## config.mk

```make
export PLATFORM = sky130hd
export DESIGN_NAME = serial_adder
export DESIGN_NICKNAME = d
export VERILOG_FILES = /design/src/rtl/serial_adder.sv
export SDC_FILE = /design/constraint.sdc
export NUM_CORES = 1
export LEC_CHECK = 0
export ABC_AREA = 1
export CAP_MARGIN = 20
export CORE_MARGIN = 4
export CORE_UTILIZATION = 55
export DETAILED_ROUTE_END_ITERATION = 7
export HOLD_SLACK_MARGIN = 0.12
export PLACE_DENSITY = 0.82
export SYNTH_ARGS = -nofsm -noshare
export SYNTH_HDL_FRONTEND = slang
export SYNTH_SLANG_ARGS = --single-unit
```

## constraint.sdc

```tcl
create_clock -name clk -period 1.9 [get_ports clk]
set_clock_uncertainty 0.2 [all_clocks]
set_input_delay 0.38 -clock clk [delete_from_list [all_inputs] [get_ports clk]]
set_output_delay 0.38 -clock clk [all_outputs]
set_load 0.005 [all_outputs]
```

## src/rtl/serial_adder.sv

```systemverilog
// Bit-serial A+B+cin through one full-adder cell; result WIDTH cycles after the accepting edge.
// No backpressure: start is taken only when not computing; sum/cout hold until the next completion.
module serial_adder #(
    parameter int WIDTH = 4
) (
    input  logic             clk,
    input  logic             rst,
    input  logic             start,
    input  logic [WIDTH-1:0] a,
    input  logic [WIDTH-1:0] b,
    input  logic             cin,
    output logic             busy,
    output logic             done,
    output logic [WIDTH-1:0] sum,
    output logic             cout
);

    localparam int CW = $clog2(WIDTH) + 1;
    localparam logic [CW-1:0] LAST = CW'(WIDTH - 1);

    typedef enum logic [1:0] {
        IDLE = 2'd0,
        RUN  = 2'd1,
        DONE = 2'd2
    } state_t;

    state_t           state_q, state_d;
    logic [WIDTH-1:0] a_sh_q, a_sh_d;
    logic [WIDTH-1:0] b_sh_q, b_sh_d;
    logic [WIDTH-1:0] sum_sh_q, sum_sh_d;
    logic             carry_q, carry_d;
    logic [CW-1:0]    cnt_q, cnt_d;
    logic [WIDTH-1:0] sum_q, sum_d;
    logic             cout_q, cout_d;

    logic             fa_s;
    logic             fa_c;
    logic [WIDTH-1:0] sum_sh_next;

    assign fa_s        = a_sh_q[0] ^ b_sh_q[0] ^ carry_q;
    assign fa_c        = (a_sh_q[0] & b_sh_q[0]) | (carry_q & (a_sh_q[0] ^ b_sh_q[0]));
    // Written as shifts so WIDTH=1 needs no special slice.
    assign sum_sh_next = (sum_sh_q >> 1) | (WIDTH'(fa_s) << (WIDTH - 1));

    always_comb begin
        state_d  = state_q;
        a_sh_d   = a_sh_q;
        b_sh_d   = b_sh_q;
        sum_sh_d = sum_sh_q;
        carry_d  = carry_q;
        cnt_d    = cnt_q;
        sum_d    = sum_q;
        cout_d   = cout_q;
        case (state_q)
            // The strobe cycle also takes a new request, giving one op per WIDTH+1 cycles.
            IDLE, DONE: begin
                state_d = IDLE;
                if (start) begin
                    a_sh_d   = a;
                    b_sh_d   = b;
                    carry_d  = cin;
                    sum_sh_d = '0;
                    cnt_d    = '0;
                    state_d  = RUN;
                end
            end
            RUN: begin
                a_sh_d   = a_sh_q >> 1;
                b_sh_d   = b_sh_q >> 1;
                sum_sh_d = sum_sh_next;
                carry_d  = fa_c;
                cnt_d    = cnt_q + CW'(1);
                if (cnt_q == LAST) begin
                    sum_d   = sum_sh_next;
                    cout_d  = fa_c;
                    state_d = DONE;
                end
            end
            default: state_d = IDLE;
        endcase
    end

    always_ff @(posedge clk) begin
        if (rst) begin
            state_q  <= IDLE;
            a_sh_q   <= '0;
            b_sh_q   <= '0;
            sum_sh_q <= '0;
            carry_q  <= 1'b0;
            cnt_q    <= '0;
            sum_q    <= '0;
            cout_q   <= 1'b0;
        end else begin
            state_q  <= state_d;
            a_sh_q   <= a_sh_d;
            b_sh_q   <= b_sh_d;
            sum_sh_q <= sum_sh_d;
            carry_q  <= carry_d;
            cnt_q    <= cnt_d;
            sum_q    <= sum_d;
            cout_q   <= cout_d;
        end
    end

    assign busy = (state_q == RUN);
    assign done = (state_q == DONE);
    assign sum  = sum_q;
    assign cout = cout_q;

endmodule

```

==> metrics.md <==
| Metric | Value |
|---|---|
| Max clock buf depth | `2` |
| Mapped cell area | `1140 um2` |
| CTS sink cnt | `22` |
| Startpoint types | `flop` |
| First-pass GRT wire length | `3900 um` |
| Initial drt markers | `25` |
| Setup CP Type | `reg2out` |
| Nets | `179` |
| #FFs+latches synth | `22` |
| CTS Hold Buffers Added | `0` |
| Mux cell area share after synthesis | `0%` |
| Hold WC Path Type | `reg2reg` |
| Final setup viols | `0` |
| Pwr dens | `768 nW/um2` |
| Net Count, Synth | `157` |
| Most numerous cell in the Yosys netlist | `nand2_1` |
| Main combinational cell family by area after synthesis | `simple AND/OR/NAND/NOR gates` |
| Crit path required time | `1.32 ns` |
| Hold Fails Final Rpt | `0` |
| Finished Core Util | `70.3%` |
| Global route total overflow | `0` |
| N_diodes | `0` |
| Worst skew pair latency | `0.31 ns` |
| Area Overhead vs Synth | `21.4%` |
| Via/cell ratio | `5.17` |
| Port Buf Inserts | `18` |
| Worst IR Drop VDD | `0.000798 V` |
| Placed cell area | `1310 um2` |
| Number of antenna violations at the first check in global routing | `0` |
| Area fraction in compound gates after synthesis | `7.60%` |
| Post-synth top cells | `32 x nand2_1, 22 x dfxtp_1, 19 x inv_1, 17 x nand3_1, 8 x nor2_1` |
| Setup_tns | `0 ns` |
| Area occupied by multi-input gates | `537 um2` |
| Gate Count Post-Synth | `142` |
| GPL Wtd Cong | `0.802` |
| Mean Syn Cell Area | `8.00 um2` |
| Max_slew headroom | `75.2%` |
| Endpoint type of the worst setup path | `output pin` |
| Vias in the first global route | `894` |
| Main flop type after synthesis | `dfxtp_1` |
| Num ports | `19` |
| CTS Buf Count | `3` |
| Period utilization | `93.4%` |
| FF+latch area | `445 um2` |
| Clock root buffer | `clkbuf_4` |
| Post-layout instance area | `1380 um2` |
| Ys async rst share | `0%` |
| Simple-Gate Fraction of Synth Area | `35.7%` |
| Core Footprint | `1960 um2` |
| Top cells by area, synth | `dfxtp_1 39%, nand2_1 11%, nand3_1 7.5%` |
| Synth top area share | `38.8%` |
| Critical Path AT | `1.19 ns` |
| Min cycle time layout | `1.77 ns` |
| Total GRT Usage | `19.0%` |
| Fillcell total | `176` |
| Worst Path Max Fanout | `2` |
| Synth warnings | `0` |
| Register area share after synthesis | `38.8%` |
| Tightest Pin Transition | `0.372 ns` |
| Status | `finished clean` |
| DRT antenna net count | `0` |
| Via count | `983` |
| Max-Cap Viols | `0` |
| Max-slew violations | `0` |
| Dpl hpwl | `1570 um` |
| Fmax | `0.564 GHz` |
| Static leakage | `0.621 nW` |
| Starting Density | `57.9%` |
| Synth cell types | `19` |
| Number of enable flip-flop cells after synthesis | `0` |
| Die Y | `53.5 um` |
| Synth Area in Adders | `3.96%` |
| Unrepaired setup endpoints after global routing | `no` |
| Die width | `53.5 um` |
| Synth Area in XOR/XNOR | `0%` |
| Site Rows | `16` |
| DRT Pass-1 Iters | `5` |
| Wire per inst | `12.6 um` |
| Layout cells sized above 1 | `19.0%` |
| # H-tree levels | `1` |
| Drc violations | `0` |
| Total Routed Length | `2400 um` |
| Reg clk slew, reported paths | `0.13 ns` |
| Synth area leader | `dfxtp_1` |
| Largest net degree at the start of global routing | `25` |
| CTS tree | `done` |
| Die Footprint | `2860 um2` |
## cells by family after synthesis
| family | after synthesis |
|---|---|
| simple gates | 77 |
| buf+inv | 28 |
| flops | 22 |
| compound gates | 12 |
| fa+ha+maj | 3 |
## repair_timing
action                                 CTS  global route
setup buffers                            1             1
gates cloned                             0             0
gates resized for setup                  4             1
pin swaps                                0             0
setup endpoints to repair                2             1
endpoints found under the hold margin    0             0
## critical path, cell delays in order, from the launching register on
cell and delay (ns):
dfxtp_4 0.40, buf_4 0.12, inv_4 0.03, nor2_1 0.08
dlygate4sd2_1 0.26
## state kept, by name, indices dropped and copies added, names as in the netlist
name / count
state_q: 2
carry_q: 1
a_sh_q: 4
sum_sh_q: 3
b_sh_q: 4
cout: 1
sum: 4
cnt_q: 3
## routing by layer
layer	part of all wire, %	GRT usage (%)
met5	0	0
met4	1.0	6.38
met3	5.0	5.35
met2	50	30.6
met1	43	24.1
## stage by stage
stage | power (mW) | hold slack [ns] | worst slack (ns) | std cells
2_1_floorplan | 0.658 | 0.228 | 0.573 | 142
3_3_place_gp | 0.695 | 0.248 | 0.182 | 184
3_5_place_dp | 0.703 | 0.252 | 0.150 | 184
4_1_cts | 1.06 | 0.271 | 0.00662 | 189
5_1_grt | 1.11 | 0.293 | 0.0515 | 190
6_report | 1.06 | 0.270 | 0.126 | 190
## cells in the final DEF (no fill, tap or decap)
| cell | instances |
|---|---|
| nand3b_1 | 3 |
| inv_1 | 19 |
| nand2_1 | 32 |
| ha_1 | 2 |
| dfxtp_1 | 20 |
| dlymetal6s2s_1 | 1 |
| a21oi_1 | 4 |
| nand3_1 | 17 |
| buf_4 | 6 |
| nand3_2 | 7 |
| bufinv_16 | 1 |
| clkbuf_4 | 3 |
| fa_1 | 1 |
| clkdlybuf4s50_1 | 16 |
| o21ai_0 | 1 |
| inv_4 | 2 |
| nand2_4 | 2 |
| dfxtp_4 | 1 |
| nor3_1 | 7 |
| nor2_1 | 8 |
| dlygate4sd2_1 | 1 |
| a21oi_2 | 7 |
| dfxtp_2 | 1 |
| nor2_8 | 1 |
## where the power goes
group | internal (mW) | switching (mW) | total, mW | leakage, nW
clock network | 0.213 | 0.148 | 0.362 | 0.0279
logic | 0.0817 | 0.112 | 0.194 | 0.412
registers | 0.487 | 0.0163 | 0.504 | 0.181
total | 0.782 | 0.277 | 1.06 | 0.621
## path summary, 6_finish.rpt
kind / endpoint / slack, ns / startpoint / cells past startpoint
setup / recovery: done / 0.13 / state_q[1] / 4
hold / removal: sum[0] / 0.27 / sum[0] / 2
setup reg to reg: carry_q / 0.44 / a_sh_q[0] / 7
hold reg to reg: sum[0] / 0.27 / sum[0] / 2
## final cells by class
| cell class | instances | area share, % |
|---|---|---|
| multi-input cells | 92 | 38.9 |
| flip-flops and latches | 22 | 32.3 |
| inverters | 21 | 6.08 |
| clock inverters | 1 | 2.18 |
| clock buffers | 3 | 1.63 |
| well taps | 27 | 2.45 |
| repair buffers | 24 | 16.4 |
(Power assumes the default switching activity.)
